==> config.mk <==
export PLATFORM = sky130hd
export DESIGN_NAME = ublock_inv_sbox_serial
export DESIGN_NICKNAME = d
export VERILOG_FILES = /design/src/rtl/ublock_inv_sbox_serial.sv
export SDC_FILE = /design/constraint.sdc
export NUM_CORES = 1
export LEC_CHECK = 0
export CORE_ASPECT_RATIO = 0.75
export CORE_UTILIZATION = 50
export CTS_CLUSTER_DIAMETER = 120
export DETAILED_ROUTE_END_ITERATION = 8
export PLACE_DENSITY = 0.95
export SYNTH_ARGS = -nofsm -noshare
export SYNTH_HDL_FRONTEND = slang
export SYNTH_SLANG_ARGS = --single-unit
==> constraint.sdc <==
create_clock -name clk -period 4.1 [get_ports clk]
set_clock_uncertainty 0.05 [all_clocks]
set_input_delay 0.615 -clock clk [delete_from_list [all_inputs] [get_ports clk]]
set_output_delay 0.615 -clock clk [all_outputs]
set_load 0.02 [all_outputs]
==> src/rtl/ublock_inv_sbox_serial.sv <==
// Nibble-serial uBlock inverse S-box layer, LANES nibbles per beat.
// Define UBLOCK_SBOX_FWD_EN to add a mode port selecting the forward table.
module ublock_inv_sbox_serial #(
  parameter int WIDTH = 128,
  parameter int LANES = 4
) (
  input  logic             clk,
  input  logic             rst,
  input  logic             in_valid,
  output logic             in_ready,
  input  logic [WIDTH-1:0] in_data,
  output logic             out_valid,
  input  logic             out_ready,
  output logic [WIDTH-1:0] out_data
`ifdef UBLOCK_SBOX_FWD_EN
  ,
  input  logic             mode
`endif
);

  localparam int N  = WIDTH / (4 * LANES);
  localparam int CW = (N > 1) ? $clog2(N) : 1;
  localparam logic [CW-1:0] LAST = CW'(N - 1);

  typedef enum logic [1:0] {
    IDLE,
    RUN,
    DONE
  } state_t;

  state_t           state;
  logic [CW-1:0]    cnt;
  logic [WIDTH-1:0] st;
  logic [WIDTH-1:0] nxt;

  function automatic logic [3:0] inv_sb(input logic [3:0] x);
    logic [3:0] y;
    unique case (x)
      4'h0: y = 4'hC;
      4'h1: y = 4'hA;
      4'h2: y = 4'hE;
      4'h3: y = 4'hD;
      4'h4: y = 4'h1;
      4'h5: y = 4'hF;
      4'h6: y = 4'hB;
      4'h7: y = 4'h0;
      4'h8: y = 4'h7;
      4'h9: y = 4'h2;
      4'hA: y = 4'h5;
      4'hB: y = 4'h4;
      4'hC: y = 4'h3;
      4'hD: y = 4'h6;
      4'hE: y = 4'h9;
      default: y = 4'h8;
    endcase
    return y;
  endfunction

`ifdef UBLOCK_SBOX_FWD_EN
  logic fwd;

  function automatic logic [3:0] fwd_sb(input logic [3:0] x);
    logic [3:0] y;
    unique case (x)
      4'h0: y = 4'h7;
      4'h1: y = 4'h4;
      4'h2: y = 4'h9;
      4'h3: y = 4'hC;
      4'h4: y = 4'hB;
      4'h5: y = 4'hA;
      4'h6: y = 4'hD;
      4'h7: y = 4'h8;
      4'h8: y = 4'hF;
      4'h9: y = 4'hE;
      4'hA: y = 4'h1;
      4'hB: y = 4'h6;
      4'hC: y = 4'h0;
      4'hD: y = 4'h3;
      4'hE: y = 4'h2;
      default: y = 4'h5;
    endcase
    return y;
  endfunction
`endif

  // Only the group selected by cnt changes; the rest passes through.
  always_comb begin
    nxt = st;
    for (int l = 0; l < LANES; l++) begin
`ifdef UBLOCK_SBOX_FWD_EN
      nxt[(int'(cnt) * LANES + l) * 4 +: 4] = fwd ?
        fwd_sb(st[(int'(cnt) * LANES + l) * 4 +: 4]) :
        inv_sb(st[(int'(cnt) * LANES + l) * 4 +: 4]);
`else
      nxt[(int'(cnt) * LANES + l) * 4 +: 4] =
        inv_sb(st[(int'(cnt) * LANES + l) * 4 +: 4]);
`endif
    end
  end

  always_ff @(posedge clk) begin
    if (rst) begin
      state     <= IDLE;
      cnt       <= '0;
      st        <= '0;
      in_ready  <= 1'b1;
      out_valid <= 1'b0;
`ifdef UBLOCK_SBOX_FWD_EN
      fwd       <= 1'b0;
`endif
    end else begin
      case (state)
        IDLE: begin
          if (in_valid) begin
            st       <= in_data;
            cnt      <= '0;
            state    <= RUN;
            in_ready <= 1'b0;
`ifdef UBLOCK_SBOX_FWD_EN
            fwd      <= mode;
`endif
          end
        end
        RUN: begin
          st <= nxt;
          if (cnt == LAST) begin
            state     <= DONE;
            out_valid <= 1'b1;
          end else begin
            cnt <= cnt + CW'(1);
          end
        end
        DONE: begin
          if (out_ready) begin
            state     <= IDLE;
            cnt       <= '0;
            out_valid <= 1'b0;
            in_ready  <= 1'b1;
          end
        end
        default: begin
          state     <= IDLE;
          in_ready  <= 1'b1;
          out_valid <= 1'b0;
        end
      endcase
    end
  end

  assign out_data = st;

endmodule
==> results.sh <==
export IMPL_peakVddDrop_mv=0.290
export IMPL_grt_setup_unrepaired="false"
export IMPL_setup_tns_ns=0
export IMPL_hold_start="out_data[125]"
export IMPL_drtIter0Drc=1692
export IMPL_drcViolationCount=0
export IMPL_synth_enable_flop_cells=0
export IMPL_clock_fmax_mhz=289
export IMPL_syn_to_final_growth_pct=43.1
export IMPL_cp_required_ns=4.31
export IMPL_postSynth_asyncResetShare_pct=0
export IMPL_grt_total_usage_pct=40.2
export IMPL_cts_setup_buffers=0
export IMPL_synth_cells=878
export IMPL_relSlewSlack_pct=22.8
export IMPL_cts_tree="done"
export IMPL_grt_pass1_vias=8755
export IMPL_synth_ff_type="dfxtp_1"
export IMPL_worstPathArrival_ns=3.67
export IMPL_cts_resized=0
export IMPL_wl_um=32700
export IMPL_antenna_found_initial=1
export IMPL_drv_slew=0
export IMPL_first_pass_iters=6
export IMPL_setup_violations=0
export IMPL_port_buffers=261
export IMPL_cap_violations=0
export IMPL_core_um2=14700
export IMPL_synth_nets=1034
export IMPL_gp_congestion=0.963
export IMPL_dp_hpwl_um=22100
export IMPL_crit_fanout=26
export IMPL_routedWlPerCell_um=24.9
export IMPL_avgViaCountPerCell=7.06
export IMPL_p_leak_nw=4.29
export IMPL_startpoint_type="flop"
export IMPL_drtAntennaViolNets=0
export IMPL_crit_path_end_kind="flop"
export IMPL_vias=9276
export IMPL_initial_core_util_pct=52.2
export IMPL_finalInstanceArea_um2=11000
export IMPL_fp_dieArea_um2=15900
export IMPL_insertion_delay_ns=0.42
export IMPL_worstRegToRegCells=7
export IMPL_outcome="completed"
export IMPL_fin_crit_ns=3.46
export IMPL_tightest_slew_ns=1.14
export IMPL_grt_max_degree=88
export IMPL_ys_seq_area_share_pct=35.1
export IMPL_r2r_start="cnt[1]"
export IMPL_grt_ovfl_total=0
export IMPL_min_path_type="flop to flop"
export IMPL_r2r_setup_slack_ns=0.64
export IMPL_yosys_register_bits=135
export IMPL_yosysUniqueCellTypes=55
export IMPL_ctsHoldBuffers=0
export IMPL_yosys_warnings=0
export IMPL_n_antenna_cell=0
export IMPL_syn_avg_cell_area_um2=8.77
export IMPL_crit_type="flop to flop"
export IMPL_grt_pass1_wl_um=48700
export IMPL_clockBufferDepth=2
export IMPL_clock_sinks=135
export IMPL_min_path_cells=2
export IMPL_cts_root_buffer="clkbuf_16"
export IMPL_fin_nets=1257
export IMPL_syn_area_um2=7700
export IMPL_drive_gt1_share_pct=10.4
export IMPL_clk_pin_slew_ns=0.06
export IMPL_min_to="out_data[125]"
export IMPL_die_w_um=145
export IMPL_finalHoldViolCount=0
export IMPL_die_h_um=109
export IMPL_ios=262
export IMPL_r2r_end="out_data[67]"
export IMPL_cts_max_level=4
export IMPL_fin_crit_sh_pct=84.4
export IMPL_power_density_nw_per_um2=405
export IMPL_numCtsBuffers=17
export IMPL_place_area_um2=10400
export IMPL_rows=38
-- flip-flops by register name, summed over array words and instances (netlist names) --
name and count:
state 2, in_ready 1, out_valid 1, out_data 128
cnt 3
-- cell type report --
| class | instances | area (um2) |
|---|---|---|
| fillers | 927 | 3720 |
| clock buffers | 20 | 467 |
| inverters | 22 | 82.6 |
| repair buffers | 280 | 2750 |
| flip-flops and latches | 135 | 2710 |
| multi-input cells | 645 | 4590 |
| well taps | 200 | 250 |
| clock inverters | 12 | 174 |
-- placed cells by master (no fill, tap or decap), types with 20 or more instances in the layout --
cell type        Yosys  layout
clkdlybuf4s50_1      0     260
dfxtp_1            135     133
a21oi_1             99      99
nand2_1             71      71
o21ai_0             59      59
and3_1              57      57
nor2_1              55      55
o22ai_1             55      55
mux4_2              32      32
ha_1                24      24
inv_1               22      22
nand3_1             22      22
a31oi_1             20      20
-- layer usage --
metal	part of all wire [%]	up-vias	global-route usage (%)
met5	0.040	-	0
met4	6.6	2	25.3
met3	16	250	15.2
met2	42	1022	60.3
met1	35	4223	49.2
li1	-	3779	-
-- per-stage QoR --
step / setup WS (ns) / utilization (%) / hold WS (ns) / total power, mW / std cells
2_1_floorplan: 1.47 / - / 0.503 / 2.21 / 878
3_3_place_gp: 0.996 / 70.4 / 0.420 / 2.70 / 1282
6_report: 0.638 / 74.8 / 0.449 / 4.46 / 1314
3_5_place_dp: 0.887 / 70.4 / 0.435 / 2.74 / 1282
5_1_grt: 0.555 / 74.8 / 0.465 / 4.56 / 1314
4_1_cts: 0.784 / 74.8 / 0.446 / 4.40 / 1314
-- how the worst max path moves through the flow --
| stage | from | to | slack [ns] |
|---|---|---|---|
| floorplan | cnt[0] | out_data[67] | 1.47 |
| global placement | cnt[0] | out_data[67] | 1.0 |
| detailed placement | cnt[0] | out_data[67] | 0.89 |
| CTS | cnt[0] | out_data[67] | 0.78 |
| global route | cnt[0] | out_data[67] | 0.56 |
| finish | cnt[1] | out_data[67] | 0.64 |
-- Yosys cell counts, types with 8 or more instances --
library cell,count,area share [%]
o21ai_0,59,3.8
buf_2,11,0.72
o211ai_1,8,0.78
dfxtp_1,135,35
a211oi_1,12,1.2
nor3_1,9,0.59
a31oi_1,20,1.6
a221oi_1,16,1.8
inv_1,22,1.1
ha_1,24,3.9
and3_1,57,4.6
nand3_1,22,1.4
mux4_2,32,9.4
o221ai_1,8,0.91
a32oi_1,11,1.3
a21oi_1,99,6.4
clkbuf_1,57,2.8
o22ai_1,55,4.5
nor2_1,55,2.7
nand2_1,71,3.5
mux2i_1,17,2.2
-- critical path, cell delays in order (launching register included) --
cell and delay [ns]:
dfxtp_2 0.80, inv_1 0.30, ha_1 0.30, ha_1 0.39, nor4bb_1 0.57, o211ai_1 0.48, a31oi_1 0.30, o22ai_1 0.10
-- where the power goes --
part	switching (mW)	total (mW)	leakage [nW]	internal, mW
Clock	0.614	1.68	0.304	1.06
Sequential	0.111	1.53	1.11	1.41
Combinational	0.711	1.26	2.88	0.548
Total	1.44	4.46	4.29	3.03
-- logic make-up (layout without fill, tap and decap cells) --
group                    Yosys count  in the layout  synth area share, %
multiplexers                      64             64                 14.7
AO/OA/AOI/OAI                    310            310                 24.6
AND/OR/NAND/NOR                  247            247                 16.1
flip-flops                       135            135                 35.1
adder cells (fa/ha/maj)           24             24                 3.90
buffers and inverters             98            334                 5.51
Power figures use the tool's default switching activity.
